===== src/rtl/pll_reconfig_ctrl_if.sv =====
// ---------------------------------------------------------------------------
// pll_reconfig_ctrl_if
// Divider-change request channel for pll_reconfig_ctrl.
//   cfg_valid  : requester has a new IDSEL/FBDSEL pair
//   cfg_idsel  : requested IDSEL (PLL pin encoding)
//   cfg_fbdsel : requested FBDSEL (PLL pin encoding)
//   cfg_ready  : controller can accept a request this cycle
// master = requester, slave = controller.
// ---------------------------------------------------------------------------
interface pll_reconfig_ctrl_if;
  logic       cfg_valid;
  logic [5:0] cfg_idsel;
  logic [5:0] cfg_fbdsel;
  logic       cfg_ready;

  modport master (output cfg_valid, output cfg_idsel, output cfg_fbdsel,
                  input  cfg_ready);
  modport slave  (input  cfg_valid, input  cfg_idsel, input  cfg_fbdsel,
                  output cfg_ready);
endinterface


===== src/rtl/pll_reconfig_ctrl.sv =====
// ---------------------------------------------------------------------------
// pll_reconfig_ctrl
// Sequencer for a Gowin PLLVR with dynamic IDIV/FBDIV. Runs on the PLL
// reference clock, drives IDSEL/FBDSEL/RESET/VREN, supervises LOCK and
// gates the downstream clock enable until the PLL is stably locked.
//
// Ports:
//   clk, rst_n        : reference clock, async active-low reset
//   cfg (slave)       : valid/ready divider-change request channel
//   pwrdn_req         : power-down request (only with PLL_PWRDN_EN)
//   pll_lock          : PLL LOCK (asynchronous, synchronized here)
//   pll_reset/vren    : to PLL RESET / VREN
//   pll_idsel/fbdsel  : to PLL IDSEL / FBDSEL
//   clk_en            : downstream enable, high only when locked and settled
//   busy              : a (re)lock sequence is in progress
//   error             : sticky lock failure, cleared by a new request
//
// Optional feature macro: PLL_PWRDN_EN (adds pwrdn_req and the PWRDN state).
// ---------------------------------------------------------------------------
module pll_reconfig_ctrl #(
  parameter logic [5:0] INIT_IDSEL    = 6'd0,
  parameter logic [5:0] INIT_FBDSEL   = 6'd0,
  parameter int         GATE_CYCLES   = 4,
  parameter int         RESET_CYCLES  = 16,
  parameter int         LOCK_TIMEOUT  = 4096,
  parameter int         SETTLE_CYCLES = 256,
  parameter int         MAX_RETRY     = 3
) (
  input  logic               clk,
  input  logic               rst_n,
  pll_reconfig_ctrl_if.slave cfg,
`ifdef PLL_PWRDN_EN
  input  logic               pwrdn_req,
`endif
  input  logic               pll_lock,
  output logic               pll_reset,
  output logic               pll_vren,
  output logic [5:0]         pll_idsel,
  output logic [5:0]         pll_fbdsel,
  output logic               clk_en,
  output logic               busy,
  output logic               error
);

  localparam int MAX_GR  = (GATE_CYCLES > RESET_CYCLES) ? GATE_CYCLES : RESET_CYCLES;
  localparam int MAX_TS  = (LOCK_TIMEOUT > SETTLE_CYCLES) ? LOCK_TIMEOUT : SETTLE_CYCLES;
  localparam int MAX_P   = (MAX_GR > MAX_TS) ? MAX_GR : MAX_TS;
  localparam int CNT_W   = $clog2(MAX_P) + 1;
  localparam int RTRY_W  = $clog2(MAX_RETRY) + 1;

  localparam logic [CNT_W-1:0]  GATE_LAST   = CNT_W'(GATE_CYCLES - 1);
  localparam logic [CNT_W-1:0]  RESET_LAST  = CNT_W'(RESET_CYCLES - 1);
  localparam logic [CNT_W-1:0]  TMO_LAST    = CNT_W'(LOCK_TIMEOUT - 1);
  localparam logic [CNT_W-1:0]  SETTLE_LAST = CNT_W'(SETTLE_CYCLES - 1);
  localparam logic [RTRY_W-1:0] RETRY_LAST  = RTRY_W'(MAX_RETRY - 1);

  typedef enum logic [2:0] {
    S_RESET_HOLD, S_GATE, S_APPLY, S_WAIT_LOCK, S_SETTLE, S_IDLE_RUN, S_ERROR
`ifdef PLL_PWRDN_EN
    , S_PWRDN
`endif
  } state_t;

  function automatic logic [CNT_W-1:0] sat_inc(input logic [CNT_W-1:0] v);
    return (&v) ? v : v + 1'b1;
  endfunction

  state_t             state_q, state_d;
  logic [CNT_W-1:0]   cnt_q, cnt_d;
  logic [CNT_W-1:0]   tmo_q, tmo_d;
  logic [RTRY_W-1:0]  retry_q, retry_d;
  logic [5:0]         pend_idsel_q, pend_idsel_d, pend_fbdsel_q, pend_fbdsel_d;
  logic [5:0]         idsel_q, idsel_d, fbdsel_q, fbdsel_d;
  logic               lock_meta_q, lock_s_q, lock_lo_q, lock_lo_d;
  logic               pll_reset_q, pll_reset_d, clk_en_q, clk_en_d;
  logic               busy_q, busy_d, error_q, error_d, cfg_ready_q, cfg_ready_d;
  logic               accept;
`ifdef PLL_PWRDN_EN
  logic               pwr_pend_q, pwr_pend_d, vren_q, vren_d;
`endif

  always_comb begin
    state_d       = state_q;
    cnt_d         = cnt_q;
    tmo_d         = tmo_q;
    retry_d       = retry_q;
    pend_idsel_d  = pend_idsel_q;
    pend_fbdsel_d = pend_fbdsel_q;
    idsel_d       = idsel_q;
    fbdsel_d      = fbdsel_q;
    lock_lo_d     = ~lock_s_q;
`ifdef PLL_PWRDN_EN
    pwr_pend_d    = pwr_pend_q;
`endif
    accept        = cfg.cfg_valid & cfg_ready_q;

    case (state_q)
      S_IDLE_RUN: begin
        // A request accepted in the same cycle as a lock loss takes priority;
        // the relock then happens with the new dividers.
        if (accept) begin
          pend_idsel_d  = cfg.cfg_idsel;
          pend_fbdsel_d = cfg.cfg_fbdsel;
          retry_d       = '0;
          cnt_d         = '0;
          state_d       = S_GATE;
        end
`ifdef PLL_PWRDN_EN
        else if (pwrdn_req) begin
          pwr_pend_d = 1'b1;
          cnt_d      = '0;
          state_d    = S_GATE;
        end
`endif
        else if (!lock_s_q && lock_lo_q) begin
          retry_d = '0;
          cnt_d   = '0;
          state_d = S_GATE;
        end
      end
      S_GATE: begin
        if (cnt_q >= GATE_LAST) begin
          cnt_d   = '0;
          state_d = S_APPLY;
`ifdef PLL_PWRDN_EN
          if (pwr_pend_q) state_d = S_PWRDN;
`endif
        end else begin
          cnt_d = sat_inc(cnt_q);
        end
      end
      S_APPLY: begin
        // Reset already rose on entry, so the divider pins change under reset.
        // The APPLY cycle counts as the first reset cycle.
        idsel_d  = pend_idsel_q;
        fbdsel_d = pend_fbdsel_q;
        cnt_d    = CNT_W'(1);
        state_d  = S_RESET_HOLD;
      end
      S_RESET_HOLD: begin
        if (cnt_q >= RESET_LAST) begin
          cnt_d   = '0;
          tmo_d   = '0;
          state_d = S_WAIT_LOCK;
        end else begin
          cnt_d = sat_inc(cnt_q);
        end
      end
      S_WAIT_LOCK: begin
        if (lock_s_q) begin
          // The detecting sample is the first of the settle window.
          cnt_d   = CNT_W'(1);
          tmo_d   = sat_inc(tmo_q);
          state_d = S_SETTLE;
        end else if (tmo_q >= TMO_LAST) begin
          if (retry_q < RETRY_LAST) begin
            retry_d = retry_q + 1'b1;
            state_d = S_APPLY;
          end else begin
            state_d = S_ERROR;
          end
        end else begin
          tmo_d = sat_inc(tmo_q);
        end
      end
      S_SETTLE: begin
        // Timeout keeps running across settle so lock flapping still fails.
        tmo_d = sat_inc(tmo_q);
        if (!lock_s_q) begin
          cnt_d   = '0;
          state_d = S_WAIT_LOCK;
        end else if (cnt_q >= SETTLE_LAST) begin
          cnt_d   = '0;
          retry_d = '0;
          state_d = S_IDLE_RUN;
        end else begin
          cnt_d = sat_inc(cnt_q);
        end
      end
      S_ERROR: begin
        if (accept) begin
          pend_idsel_d  = cfg.cfg_idsel;
          pend_fbdsel_d = cfg.cfg_fbdsel;
          retry_d       = '0;
          state_d       = S_APPLY;
        end
`ifdef PLL_PWRDN_EN
        else if (pwrdn_req) begin
          pwr_pend_d = 1'b1;
          cnt_d      = '0;
          state_d    = S_GATE;
        end
`endif
      end
`ifdef PLL_PWRDN_EN
      S_PWRDN: begin
        if (!pwrdn_req) begin
          pwr_pend_d = 1'b0;
          cnt_d      = '0;
          state_d    = S_RESET_HOLD;
        end
      end
`endif
      default: state_d = S_RESET_HOLD;
    endcase

    // Outputs are registered and decoded from the next state.
    pll_reset_d = pll_reset_q;
    clk_en_d    = 1'b0;
    busy_d      = 1'b1;
    cfg_ready_d = 1'b0;
    case (state_d)
      S_IDLE_RUN:              begin pll_reset_d = 1'b0; clk_en_d = 1'b1; busy_d = 1'b0; cfg_ready_d = 1'b1; end
      S_APPLY, S_RESET_HOLD:   pll_reset_d = 1'b1;
      S_WAIT_LOCK, S_SETTLE:   pll_reset_d = 1'b0;
      S_ERROR:                 begin pll_reset_d = 1'b1; busy_d = 1'b0; cfg_ready_d = 1'b1; end
`ifdef PLL_PWRDN_EN
      S_PWRDN:                 begin pll_reset_d = 1'b1; busy_d = 1'b0; end
`endif
      default:                 ;
    endcase

    error_d = error_q;
    if (state_d == S_ERROR)                    error_d = 1'b1;
    else if (state_d == S_IDLE_RUN || accept)  error_d = 1'b0;

`ifdef PLL_PWRDN_EN
    vren_d = (state_d != S_PWRDN);
`endif
  end

  always_ff @(posedge clk or negedge rst_n) begin
    if (!rst_n) begin
      state_q       <= S_RESET_HOLD;
      cnt_q         <= '0;
      tmo_q         <= '0;
      retry_q       <= '0;
      pend_idsel_q  <= INIT_IDSEL;
      pend_fbdsel_q <= INIT_FBDSEL;
      idsel_q       <= INIT_IDSEL;
      fbdsel_q      <= INIT_FBDSEL;
      lock_meta_q   <= 1'b0;
      lock_s_q      <= 1'b0;
      lock_lo_q     <= 1'b0;
      pll_reset_q   <= 1'b1;
      clk_en_q      <= 1'b0;
      busy_q        <= 1'b1;
      error_q       <= 1'b0;
      cfg_ready_q   <= 1'b0;
`ifdef PLL_PWRDN_EN
      pwr_pend_q    <= 1'b0;
      vren_q        <= 1'b1;
`endif
    end else begin
      state_q       <= state_d;
      cnt_q         <= cnt_d;
      tmo_q         <= tmo_d;
      retry_q       <= retry_d;
      pend_idsel_q  <= pend_idsel_d;
      pend_fbdsel_q <= pend_fbdsel_d;
      idsel_q       <= idsel_d;
      fbdsel_q      <= fbdsel_d;
      lock_meta_q   <= pll_lock;
      lock_s_q      <= lock_meta_q;
      lock_lo_q     <= lock_lo_d;
      pll_reset_q   <= pll_reset_d;
      clk_en_q      <= clk_en_d;
      busy_q        <= busy_d;
      error_q       <= error_d;
      cfg_ready_q   <= cfg_ready_d;
`ifdef PLL_PWRDN_EN
      pwr_pend_q    <= pwr_pend_d;
      vren_q        <= vren_d;
`endif
    end
  end

  assign cfg.cfg_ready = cfg_ready_q;
  assign pll_reset     = pll_reset_q;
  assign pll_idsel     = idsel_q;
  assign pll_fbdsel    = fbdsel_q;
  assign clk_en        = clk_en_q;
  assign busy          = busy_q;
  assign error         = error_q;
`ifdef PLL_PWRDN_EN
  assign pll_vren      = vren_q;
`else
  assign pll_vren      = 1'b1;
`endif

endmodule


===== src/flat_wrapper.sv =====
// flat-port wrapper written by rule: the top's interface ports become plain ports
module pll_reconfig_ctrl_flat 
#(
  parameter logic [5:0] INIT_IDSEL    = 6'd0,
  parameter logic [5:0] INIT_FBDSEL   = 6'd0,
  parameter int         GATE_CYCLES   = 4,
  parameter int         RESET_CYCLES  = 16,
  parameter int         LOCK_TIMEOUT  = 4096,
  parameter int         SETTLE_CYCLES = 256,
  parameter int         MAX_RETRY     = 3
)
  (clk, rst_n, pll_lock, pll_reset, pll_vren, pll_idsel, pll_fbdsel, clk_en, busy, error, cfg_cfg_valid, cfg_cfg_idsel, cfg_cfg_fbdsel, cfg_cfg_ready);
  pll_reconfig_ctrl_if cfg_i ();
  input  logic clk;
  input  logic rst_n;
  input  logic pll_lock;
  output logic pll_reset;
  output logic pll_vren;
  output logic [5:0] pll_idsel;
  output logic [5:0] pll_fbdsel;
  output logic clk_en;
  output logic busy;
  output logic error;
  input wire logic [$bits(cfg_i.cfg_valid)-1:0] cfg_cfg_valid;
  input wire logic [$bits(cfg_i.cfg_idsel)-1:0] cfg_cfg_idsel;
  input wire logic [$bits(cfg_i.cfg_fbdsel)-1:0] cfg_cfg_fbdsel;
  output wire logic [$bits(cfg_i.cfg_ready)-1:0] cfg_cfg_ready;
  assign cfg_i.cfg_valid = cfg_cfg_valid;
  assign cfg_i.cfg_idsel = cfg_cfg_idsel;
  assign cfg_i.cfg_fbdsel = cfg_cfg_fbdsel;
  assign cfg_cfg_ready = cfg_i.cfg_ready;
  pll_reconfig_ctrl #(.INIT_IDSEL(INIT_IDSEL), .INIT_FBDSEL(INIT_FBDSEL), .GATE_CYCLES(GATE_CYCLES), .RESET_CYCLES(RESET_CYCLES), .LOCK_TIMEOUT(LOCK_TIMEOUT), .SETTLE_CYCLES(SETTLE_CYCLES), .MAX_RETRY(MAX_RETRY)) u_core (.clk(clk), .rst_n(rst_n), .cfg(cfg_i), .pll_lock(pll_lock), .pll_reset(pll_reset), .pll_vren(pll_vren), .pll_idsel(pll_idsel), .pll_fbdsel(pll_fbdsel), .clk_en(clk_en), .busy(busy), .error(error));
endmodule

===== config.mk =====
export PLATFORM = sky130hd
export DESIGN_NAME = pll_reconfig_ctrl_flat
export DESIGN_NICKNAME = d
export VERILOG_FILES = /design/src/rtl/pll_reconfig_ctrl_if.sv /design/src/rtl/pll_reconfig_ctrl.sv /design/src/flat_wrapper.sv
export SDC_FILE = /design/constraint.sdc
export NUM_CORES = 1
export LEC_CHECK = 0
export BUFFER_PORTS_ARGS = -buffer_cell sky130_fd_sc_hd__buf_2
export CORE_MARGIN = 2
export CORE_UTILIZATION = 49
export DETAILED_ROUTE_END_ITERATION = 10
export HOLD_SLACK_MARGIN = 0.06
export PLACE_DENSITY = 0.7
export SLEW_MARGIN = 15
export SYNTH_ARGS = -nofsm -noshare
export SYNTH_HDL_FRONTEND = slang
export SYNTH_SLANG_ARGS = --single-unit

===== constraint.sdc =====
create_clock -name clk -period 3.2 [get_ports clk]
set_clock_uncertainty 0.05 [all_clocks]
set_input_delay 0.16 -clock clk [delete_from_list [all_inputs] [get_ports clk]]
set_output_delay 0.16 -clock clk [all_outputs]
set_load 0.005 [all_outputs]

Word-level counts from Yosys, hierarchy flattened --
Cells that the tools add are included.
Operators by class: add/subtract/negate cells 3, order comparisons 5, equality and inequality tests 21, mux-type cells 40, bitwise gates (word level) 2, reduce and logical (&&, ||, !) cells 20
Operator list (count):
- 2-to-1 mux 13 bit | 12
- case mux 13 bit (6 select lines) | 1
- 2-to-1 mux 3 bit | 18
- case mux 13 bit (3 select lines) | 1
- adder 13 x 1 -> 13 bit (second input constant) | 2
- AND reduction 13 bit | 2
- equality test 3 bit (second input constant) | 6
- case mux 3 bit (6 select lines) | 1
- != test 2 x 1 -> 1 bit (second input constant) | 7
- >= comparator 13 x 12 -> 1 bit (second input constant) | 1
- >= comparator 13 x 2 -> 1 bit (second input constant) | 1
- >= comparator 13 x 4 -> 1 bit (second input constant) | 1
- >= comparator 13 x 8 -> 1 bit (second input constant) | 1
- equality test 3 x 2 -> 1 bit (second input constant) | 4
- case mux 3 bit (4 select lines) | 1
- AND reduction 8 bit | 1
- zero test 3 bit | 2
- AND reduction 3 bit | 2
- nonzero test 6 bit | 1
- OR reduction 3 bit | 2
- 2-to-1 mux 1 bit | 5
- nonzero test 2 bit | 2
- nonzero test 4 bit | 1
- OR reduction 2 bit | 2
- 14 further kinds | 14
Storage, ports and cells: flip-flop bits (word level) 64, input bits 16, word-level logic and storage cells 107

Longest topological paths before layout --
Gate-level depths: netlist of the first run.
word-level depth 9, mapped depth 9, depth with buffers taken out 8

Worst setup path after synthesis of the first run --
OpenSTA, ideal clock, no wires.
path kind reg-to-reg, start point register u_core.tmo_q[0], end point register u_core.tmo_q[2], library setup time 0.076 ns, arrival time 2.141 ns, path slack 0.933 ns, cell stages (with the launch flop) 10, buffers on the path 2, period minus slack after synthesis 2.267 ns, cells stage by stage dfrtp_1 ha_1 a21oi_1 o41ai_1 and2_1 buf_6 or3_4 buf_6 or4_1 o21ai_1
On the way: cells in the longest elaborated chain, start to end 5, elaborated cells on any way between the ends 9
RTL lines:
- start: declaration | line pll_reconfig_ctrl.sv:70 | logic [CNT_W-1:0] tmo_q, tmo_d;
- start signal: assignment | line pll_reconfig_ctrl.sv:257 | tmo_q <= tmo_d;
- adder 13 x 1 -> 13 bit / AND reduction 13 bit (equally long branches) | line pll_reconfig_ctrl.sv:65 | return (&v) ? v : v + 1'b1;
- 2-to-1 mux 13 bit | line pll_reconfig_ctrl.sv:65
- 2-to-1 mux 13 bit | line pll_reconfig_ctrl.sv:155 | end else if (tmo_q >= TMO_LAST) begin
- 2-to-1 mux 13 bit | line pll_reconfig_ctrl.sv:150 | if (lock_s_q) begin
- case mux 13 bit (3 select lines) | line pll_reconfig_ctrl.sv:97 | case (state_q)
Parallel ways exist; a longest one is shown, timed or not. The select of a mux whose other input is x is not followed. A chain may end at the register's enable or synchronous reset.

Worst setup path after layout of the first run --
start point register u_core.state_q[1], end point register u_core.tmo_q[11]
On the way: cells in the longest elaborated chain, start to end 3, elaborated cells on any way between the ends 8
RTL lines:
- start: declaration | line pll_reconfig_ctrl.sv:68 | state_t state_q, state_d;
- start signal: assignment | line pll_reconfig_ctrl.sv:255 | state_q <= state_d;
- equality test 3 x 2 -> 1 bit (tied with other cells) | line pll_reconfig_ctrl.sv:97
- != test 3 x 2 -> 1 bit (no source line) (tied with other cells)
- AND reduction 3 bit (no source line)
Parallel ways exist; a longest one is shown, timed or not.

==> results of run 1 <==
-- per-stage QoR --
step | power [W] | setup WS [ps] | std cells | util [%]
floorplan | 0.00160 | 933 | 298 | -
global placement | 0.00177 | 832 | 399 | 53.9
detailed placement | 0.00180 | 777 | 399 | 53.9
CTS | 0.00264 | 751 | 429 | 59.9
global route | 0.00278 | 509 | 429 | 59.9
finish | 0.00261 | 698 | 429 | 59.9
-- cells by family after synthesis --
logic type	count (synthesis)
buffers and inverters	24
multiplexers	28
AND/OR/NAND/NOR	116
AO/OA/AOI/OAI	56
XOR/XNOR	6
flip-flops	64
other	1
adder cells (fa/ha/maj)	3
-- Yosys cell counts (all sizes together), types with 2 or more instances --
library cell	instances	area share, %
a21boi	2	0.48
a21o	2	0.71
a21oi	10	1.6
a311oi	2	0.55
a31oi	4	0.79
and2	7	1.5
and3	2	0.44
buf	8	1.7
clkbuf	4	0.48
dfrtp	62	49
dfstp	2	1.7
ha	3	1.2
inv	12	1.4
mux2	24	8.6
mux2i	4	1.3
nand2	26	3.3
nand2b	4	0.79
nand3	13	2.1
nand3b	5	1.2
nand4	7	1.4
nor2	23	2.7
nor2b	4	0.79
nor3	5	1.1
nor3b	2	0.48
nor4	6	1.4
nor4b	2	0.55
o211a	2	0.63
o211ai	2	0.48
o21ai	12	1.9
o22ai	2	0.40
o31ai	3	0.71
o41ai	2	0.55
or2	2	0.40
or3	3	0.75
or4	3	0.83
xnor2	6	1.7
-- power by group through the flow --
stage	combinational, W	clock, W	sequential, W
2_1_floorplan	0.000566	0	0.00104
3_3_place_gp	0.000693	0	0.00108
3_5_place_dp	0.000709	0	0.00109
4_1_cts	0.000726	0.000834	0.00108
5_1_grt	0.000814	0.000865	0.00110
6_report	0.000720	0.000813	0.00108
-- area by class of cell --
class	instances	area, µm²
clock buffer	10	128
clock inverter	6	108
fill	533	2520
inverter	12	45.0
multi-input combinational	210	1450
sequential	64	1600
tap	77	96.3
timing repair buffer	50	330
-- final timing paths --
check,from,slack (ps),endpoint,depth (start not counted)
worst min-delay path,cfg_cfg_valid,170,u_core.error,4
min in group asynchronous,rst_n,350,u_core.tmo_q[7],2
worst max-delay path,u_core.state_q[1],700,u_core.tmo_q[11],6
worst max register to register,u_core.state_q[1],700,u_core.tmo_q[11],6
worst min register to register,u_core.lock_meta_q,310,u_core.lock_s_q,0
max in group asynchronous,rst_n,1840,u_core.busy,3
-- worst max-delay path, stage by stage (launching register included) --
cell and delay, ps:
dfrtp_1 700, or3b_1 240, nand2_1 160, and4_1 290, nor4_1 600, nand4_1 210, mux2i_1 150
-- state kept, by name, indices dropped and copies added (netlist names) --
name                  count
u_core.cnt_q             13
u_core.tmo_q             13
u_core.pend_fbdsel_q      6
u_core.pend_idsel_q       6
u_core.pll_fbdsel         6
u_core.pll_idsel          6
u_core.retry_q            3
u_core.state_q            3
u_core.busy               1
u_core.cfg.cfg_ready      1
u_core.clk_en             1
u_core.error              1
u_core.lock_lo_q          1
u_core.lock_meta_q        1
u_core.lock_s_q           1
u_core.pll_reset          1
-- per-layer routing --
layer | global-route usage (%) | vias up | wire [µm]
li1 | - | 1181 | -
met1 | 25.1 | 1176 | 2940
met2 | 32.6 | 30 | 3190
met3 | 4.72 | 7 | 166
met4 | 6.60 | 0 | 64
met5 | 0 | - | 0
-- cells in the final DEF, fill, tap and decap left out, types with 5 or more instances in the layout --
| cell | n |
|---|---|
| dfrtp_1 | 62 |
| buf_2 | 32 |
| nand2_1 | 25 |
| mux2_2 | 24 |
| nor2_1 | 23 |
| dlygate4sd3_1 | 14 |
| nand3_1 | 13 |
| inv_1 | 12 |
| o21ai_0 | 11 |
| a21oi_1 | 10 |
| clkbuf_8 | 9 |
| nand4_1 | 7 |
| and2_1 | 6 |
| xnor2_1 | 6 |
| nand3b_1 | 5 |
| nor4_1 | 5 |
==> results.md, run 1 <==
* Status: completed
* Iteration-0 DRC count of the detailed router at around 140
* Final nets at between 300 and 400
* RSZ-0062 raised after global routing: no
* I/O pin cnt at 34
* Post-synthesis simple-gate area fraction at about a fifth
* Final Setup Violations at 0
* Initial antenna violation count at 0
* Worst-path maximum fanout at 20
* Synth unique cells at 66
* Chip height at approximately 84 µm
* Design area at approximately 3800 µm²
* DR vias/cell at ~5.6
* HPWL Detailed at approximately 4.6 mm
* Hold Buf Count CTS at 14
* NetSw at ~0.00085 W
* CTS Root Cell: clkbuf_8
* Vias at approximately 2400
* GRT Util Overall at between 15 and 20%
* TritonCTS clock tree: built
* Largest net degree at the start of global routing at 34
* PD cells at between 600 and 700 nW/µm²
* Static leakage at 1.77 nW
* PostCTS Resize Cnt at 0
* Final period util at approximately four fifths
* Async SR Flop Fraction at 100%
* Mux share of post-synthesis cell area at 9.82%
* Register share of total power at between 40 and 50%
* Req. time, crit path at around 3400 ps
* Critical Path End Type: register
* F_max at 400 MHz
* DRC at 0
* Die Footprint at just over 7000 µm²
* DRT Pass-1 Iters at 4
* Row count at 29
* Crit path launch type: register
* CTS Buf Count at 9
* Slew Limit Fails at 0
* Avg Cell Area, Syn at roughly 11 µm²
* Initial Utilization at roughly half
* Max transition margin at 53.0%
* Antenna cell count at 0
* Worst-skew pair later-pin latency at between 300 and 400 ps
* Syn Nets at about 320
* Final-report hold violation count at 0
* Total routed wirelength at roughly 6.4 mm
* Post-synth top flop: dfrtp_1
* WP data arrival at 2670 ps
* Xor/xnor share of the synthesized area at under 10%
* Placer Congestion at a little under 0.9
* Htree depth at 3
* Largest family of logic cells by synthesized area: simple AND/OR/NAND/NOR gates
* Max clock buf depth at 2
* Mapped Cells at just under 300
* Slew @ Worst Pin at ~700 ps
* Synthesized area at 3160 µm²
* Clock network power share at a little under a third
* Max VDD drop at approximately 0.00049 V
* Number of global-route vias before repair at about 2400
* Sum of negative setup slack at 0 ps
* Gate power share at 27.6%
* Cell Int Power at 0.00176 W
* Sequential area share after synthesis at between 50% and 60%
* Width of the die at 84.3 µm
* Synthesized flop and latch total at 64
* Hold slack final at around 170 ps
* CTS sink count at 64
* Yosys warns at 0
* Port Buffer Count at 32
* Core Region at around 6300 µm²
* Register clock-pin slew on the reported worst setup and hold paths at approximately 70 ps
* Setup Buffers After CTS at 0
* CP Class: register to register
* Post-Synth Adder-Cell Area at between 1 and 1.5%
* Max_cap viols at 0
* P&R area growth vs syn at 19.0%
* EDFF count, synth at 0
* ANT nets after route at 0
* Share of layout cells above drive strength 1 at around 26%
* Hold WC Path Type: input port to register
* Switching part of the total power at 32.5%
* Compound-Gate Fraction of Synth Area at approximately an eighth
* Total global routing overflow at 0
* Fin crit period at 2500 ps
* Drt wl/cell at about 15 µm
* First-pass GRT wire length at approximately 11 mm
* Placed Area at roughly 3400 µm²
Note: power is estimated with default switching activity, not from simulation.
==> run 2: changes to the inputs <==
--- a/config.mk
+++ b/config.mk
@@ -10,7 +10,7 @@
 export CORE_UTILIZATION = 49
 export DETAILED_ROUTE_END_ITERATION = 10
 export HOLD_SLACK_MARGIN = 0.06
-export PLACE_DENSITY = 0.7
+export PLACE_DENSITY = 0.73
 export SLEW_MARGIN = 15
 export SYNTH_ARGS = -nofsm -noshare
 export SYNTH_HDL_FRONTEND = slang
==> constraint.sdc (replaced) <==
create_clock -name clk -period 2.25 [get_ports clk]
set_clock_uncertainty 0.05 [all_clocks]
set_input_delay 0.1125 -clock clk [delete_from_list [all_inputs] [get_ports clk]]
set_output_delay 0.1125 -clock clk [all_outputs]
set_load 0.005 [all_outputs]
==> results.md, run 2 (synthesis results as in run 1) <==
* Max_cap viols at 0 (unchanged)
* Met1 WL at 3.14 mm (+6.9%)
* Antenna cell count at 0 (unchanged)
* DRC at 0 (unchanged)
* Slowest cell on the critical path: or4_4
* CTS Root Cell: clkbuf_8
* P&R area growth vs syn at 28.2%
* Number of global-route vias before repair at 2521 (+6.0%)
* RSZ-0062 raised after global routing: yes
* Fin crit period at 2220 ps (-285 ps)
* Total routed wirelength at 6.97 mm (+9.7%)
* Hold slack final at 99.3 ps (-71.2 ps)
* CP peak stage delay at 580 ps (-120 ps)
* Largest registers: u_core.cnt_q x13, u_core.tmo_q x13
* Most frequent cells in the layout: dfrtp_1 (61), buf_2 (32), buf_4 (27)
* Worst-skew pair later-pin latency at 340 ps (about the same)
* Initial Utilization at 50.3% (unchanged)
* Die Footprint at 7110 µm² (unchanged)
* TritonCTS clock tree: built
* Vias at 2551 (+6.6%)
* DRT Pass-1 Iters at 4 (unchanged)
* Drt wl/cell at 15.3 µm (+3.4%)
* GRT Util Overall at 20.9% (+1.4 points)
* Core Region at 6280 µm² (unchanged)
* DR vias/cell at 5.61 (+0.47%)
* Register clock-pin slew on the reported worst setup and hold paths at 70 ps (about the same)
* F_max at 451 MHz (+13%)
* Port Buffer Count at 32 (unchanged)
* Max VDD drop at 0.000790 V (+61%)
* Hold WC Path Type: input port to register
* Crit path launch type: register
* First-pass GRT wire length at 11.9 mm (+7.5%)
* Chip height at 84.3 µm (unchanged)
* Slew @ Worst Pin at 591 ps (-108 ps)
* Width of the die at 84.3 µm (unchanged)
* Row count at 29 (unchanged)
* WP data arrival at 2420 ps (-250 ps)
* Req. time, crit path at 2460 ps (-910 ps)
* Critical Path End Type: register
* Final-report hold violation count at 0 (unchanged)
* Setup WS post-layout at 33.8 ps (-665 ps)
* Sum of negative setup slack at 0 ps (unchanged)
* Max transition margin at 60.6% (+7.6 points)
* PD cells at 998 nW/µm² (+44%)
* Htree depth at 3 (unchanged)
* Static leakage at 1.92 nW (+8.2%)
* Final nets at 392 (+7.1%)
* Initial antenna violation count at 0 (unchanged)
* Total global routing overflow at 0 (unchanged)
* Final period util at 98.5% (+20 points)
* Largest net degree at the start of global routing at 41 (+21%)
* Design area at 4050 µm² (+7.8%)
* Final Setup Violations at 0 (unchanged)
* Met3 WL at 262 µm (+58%)
* Worst-path maximum fanout at 7 (-65%)
* ANT nets after route at 0 (unchanged)
* Iteration-0 DRC count of the detailed router at 102 (-28%)
* Slew Limit Fails at 0 (unchanged)
* Pre-CTS worst setup slack at -62.6 ps (-840 ps)
* CTS sink count at 64 (unchanged)
* Max clock buf depth at 2 (unchanged)
* CP Class: register to register
* Commonest non-fill, non-tap cell in the layout: dfrtp_1
* CTS Buf Count at 9 (unchanged)
* I/O pin cnt at 34 (unchanged)
* Placed Area at 3530 µm² (+4.4%)
* Metal2 WL at 3.43 mm (+7.4%)
* Crit-path cells: or4_4 -> nor4_2 -> buf_4 -> a21bo_2 -> a41oi_1 -> a31oi_1
* HPWL Detailed at 4.65 mm (+0.94%)
* Share of layout cells above drive strength 1 at 34.7% (+9.1 points)
* Placer Congestion at 0.938 (+7.9%)
* Max Used Layer: met4
* Status: completed
[run 2: changes by cell type in the layout (fill, tap and decap cells not counted), moves of 2 or more]
cell	delta
and2_1	-3
and2_4	+3
buf_4	+23
buf_6	+2
nor4_1	-2
nor4_4	+2
o21ai_0	-3
o21ai_1	+2
[run 2: path summary, 6_finish.rpt]
kind                                     to  cells past startpoint  slack, ps               start
setup reg to reg            u_core.cnt_q[5]                      6         30     u_core.cnt_q[9]
hold reg to reg             u_core.lock_s_q                      0        300  u_core.lock_meta_q
max in group asynchronous       u_core.busy                      3       1220               rst_n
hold / removal                 u_core.error                      4        100       cfg_cfg_valid
setup / recovery            u_core.cnt_q[5]                      6         30     u_core.cnt_q[9]
min in group asynchronous  u_core.tmo_q[12]                      2        250               rst_n
[run 2: worst max-delay path, delay by kind of cell, from the launching register on]
| kind | cells | cell delay [ps] |
|---|---|---|
| AO/OA/AOI/OAI | 3 | 490 |
| buffers and inverters | 1 | 210 |
| AND/OR/NAND/NOR | 2 | 1010 |
| flip-flops | 1 | 390 |
[run 2: layer usage]
metal  global-route usage [%]  vias up
met4                     7.48        0
met2                     33.3       55
met3                     5.80       17
met1                     27.7     1249
met5                        0        -
li1                         -     1230
[run 2: stage by stage]
step           cells  util, %  total power (W)
6_report         455     64.5          0.00404
2_1_floorplan    298        -          0.00228
4_1_cts          447     62.3          0.00383
3_5_place_dp     417     56.3          0.00269
3_3_place_gp     417     56.3          0.00267
5_1_grt          455     64.5          0.00429
[run 2: layout make-up]
cell class	instances	area, µm²
fillers	496	2230
flip-flops and latches	64	1610
multi-input cells	210	1540
clock inverters	5	80.1
repair buffers	76	546
clock buffers	11	141
inverters	12	45.0
well taps	77	96.3
[run 2: power breakdown]
part	switching, W	internal, W	total, W
combinational	0.000765	0.000722	0.00149
sequential	0.000133	0.00133	0.00146
clock	0.000445	0.000652	0.00110
[run 2: repair_timing]
| action | 4_1_cts | 5_1_grt |
|---|---|---|
| pin swaps | 1 | 16 |
| hold buffers | 14 | 0 |
| gates cloned | 0 | 0 |
| buffers inserted | 0 | 8 |
| resized for setup | 3 | 20 |
| endpoints found under the hold margin | 37 | 0 |
| endpoints found under the setup margin | 4 | 26 |
==> run 3: changes to the inputs <==
==> constraint.sdc (replaced) <==
create_clock -name clk -period 2.25 [get_ports clk]
set_clock_uncertainty 0.05 [all_clocks]
set_input_delay 0.225 -clock clk [delete_from_list [all_inputs] [get_ports clk]]
set_output_delay 0.225 -clock clk [all_outputs]
set_load 0.005 [all_outputs]
==> results.md, run 3 (synthesis results as in run 1) <==
* CP Class: register to register
* Sum of negative setup slack at 0 ps (unchanged)
* Max_cap viols at 0 (unchanged)
* Register-to-Register Setup Slack at 30 ps (about the same)
* Pre-CTS worst setup slack at -62.6 ps (unchanged)
* Slew @ Worst Pin at 590 ps (-0.806 ps)
* Max transition margin at 60.7% (about the same)
* Critical Path End Type: register
* Gate power share at 36.5% (-0.3 points)
* Max VDD drop at 0.000788 V (-0.16%)
* I/O pin cnt at 34 (unchanged)
* Post-Place Cells at 417 (unchanged)
* First-pass GRT wire length at 11.6 mm (-1.8%)
* Max clock buf depth at 2 (unchanged)
* Final Setup Violations at 0 (unchanged)
* Register clock-pin slew on the reported worst setup and hold paths at 70 ps (about the same)
* End of the worst register-to-register path: u_core.cnt_q[5]
* DRT Pass-1 Iters at 4 (unchanged)
* Share of layout cells above drive strength 1 at 34.6% (-0.072 points)
* PD cells at 1010 nW/µm² (+0.94%)
* F_max at 451 MHz (about the same)
* Status: completed
* Total global routing overflow at 0 (unchanged)
* Cell Int Power at 0.00269 W (-0.37%)
* Final-report hold violation count at 0 (unchanged)
* Largest net degree at the start of global routing at 41 (unchanged)
* Total routed wirelength at 6.91 mm (-0.90%)
* Width of the die at 84.3 µm (unchanged)
* Reg2Reg Launch Point: u_core.cnt_q[9]
* Core Region at 6280 µm² (unchanged)
* Final nets at 387 (-1.3%)
* Switching part of the total power at 33.1% (-0.087 points)
* WP data arrival at 2430 ps (about the same)
* Initial Utilization at 50.3% (unchanged)
* TritonCTS clock tree: built
* Worst-path maximum fanout at 7 (unchanged)
* Fin crit period at 2220 ps (+2.12 ps)
* Register share of total power at 36.2% (about the same)
* Reg2reg path depth at 6 (unchanged)
* CTS sink count at 64 (unchanged)
* Commonest non-fill, non-tap cell in the layout: dfrtp_1
* Req. time, crit path at 2460 ps (about the same)
* Final period util at 98.6% (about the same)
* Iteration-0 DRC count of the detailed router at 106 (+3.9%)
* Crit path launch type: register
* Setup WS post-layout at 31.7 ps (-2.12 ps)
* Largest registers: u_core.cnt_q x13, u_core.tmo_q x13
* Clock network power share at 27.3% (+0.2 points)
* Hold path cells at 2 (-2)
* Vias at 2532 (-0.74%)
* DR vias/cell at 5.63 (+0.36%)
* HPWL Detailed at 4.65 mm (unchanged)
* Initial antenna violation count at 0 (unchanged)
* CTS Buf Count at 9 (unchanged)
* WHS Endpoint: u_core.pend_idsel_q[0]
* Worst-skew pair later-pin latency at 350 ps (about the same)
* Hold WC Path Type: input port to register
* Port Buffer Count at 32 (unchanged)
* GRT Util Overall at 20.6% (-0.33 points)
* Htree depth at 3 (unchanged)
* Most frequent cells in the layout: dfrtp_1 (61), buf_2 (32), buf_4 (27)
* Chip height at 84.3 µm (unchanged)
* Row count at 29 (unchanged)
* CTS Root Cell: clkbuf_8
* Antenna cell count at 0 (unchanged)
* NetSw at 0.00133 W (-0.76%)
* Static leakage at 1.90 nW (-1.2%)
* DRC at 0 (unchanged)
* Min-Delay Startpoint: cfg_cfg_idsel[0]
* Slew Limit Fails at 0 (unchanged)
* ANT nets after route at 0 (unchanged)
* P&R area growth vs syn at 26.4%
* Placer Congestion at 0.938 (unchanged)
* Fin cells at 450 (-1.1%)
* Drt wl/cell at 15.3 µm (+0.20%)
* RSZ-0062 raised after global routing: yes
* Die Footprint at 7110 µm² (unchanged)
* Number of global-route vias before repair at 2483 (-1.5%)
run 3: changes by cell type in the layout (fill, tap and decap cells not counted):
cell / change
a22oi_1: +1
a22oi_2: -1
and2_1: +1
and2_4: -1
dlygate4sd3_1: -5
run 3: metrics by stage:
step | area [µm²] | power [W] | hold slack [ps] | utilization [%]
after global placement | 3530 | 0.00267 | 199 | 56.3
after floorplan | 3160 | 0.00228 | -121 | -
after detailed placement | 3530 | 0.00269 | 204 | 56.3
after global routing | 3990 | 0.00427 | 69.1 | 63.6
final | 3990 | 0.00402 | 66.7 | 63.6
after CTS | 3860 | 0.00383 | 60.0 | 61.5
run 3: worst max-delay path by stage:
| stage | slack (ps) | startpoint | cells after the start | end |
|---|---|---|---|---|
| floorplan | 10 | u_core.cnt_q[0] | 8 | u_core.tmo_q[2] |
| global placement | -5 | u_core.state_q[2] | 6 | u_core.cnt_q[6] |
| detailed placement | -60 | u_core.tmo_q[0] | 7 | u_core.tmo_q[11] |
| CTS | 1 | u_core.tmo_q[0] | 7 | u_core.tmo_q[2] |
| global route | -70 | u_core.cnt_q[9] | 6 | u_core.cnt_q[5] |
| finish | 30 | u_core.cnt_q[9] | 6 | u_core.cnt_q[5] |
run 3: critical path: stages (launching register included):
cell and delay [ps]:
dfrtp_1 390, or4_4 580, nor4_2 430, buf_4 210, a21bo_2 200, a41oi_1 120
a31oi_1 170
run 3: routing by layer:
layer / track usage [%] / vias up / share of wire [%]
met5: 0 / - / 0
met4: 7.48 / 0 / 2.0
met3: 5.80 / 16 / 3.9
met2: 32.5 / 54 / 49
met1: 27.4 / 1239 / 45
li1: - / 1223 / -
run 3: timing repair:
item,in CTS,in global routing
setup endpoints to repair,4,26
setup buffers,0,8
pin swaps,1,16
hold buffers,9,0
endpoints found under the hold margin,32,0
gates resized for setup,3,18
run 3: area by class of cell:
class                   instances  area, µm²
fillers                       504       2280
clock inverters                 5       80.1
repair buffers                 71        495
flip-flops and latches         64       1610
clock buffers                  11        141
well taps                      77       96.3
inverters                      12       45.0
multi-input cells             210       1530
run 3: power groups by stage:
stage          Sequential (W)  Combinational, W  Clock (W)
6_report              0.00146           0.00147    0.00110
5_1_grt               0.00148           0.00163    0.00117
4_1_cts               0.00146           0.00125    0.00112
3_5_place_dp          0.00148           0.00121          0
3_3_place_gp          0.00147           0.00120          0
2_1_floorplan         0.00147          0.000805          0
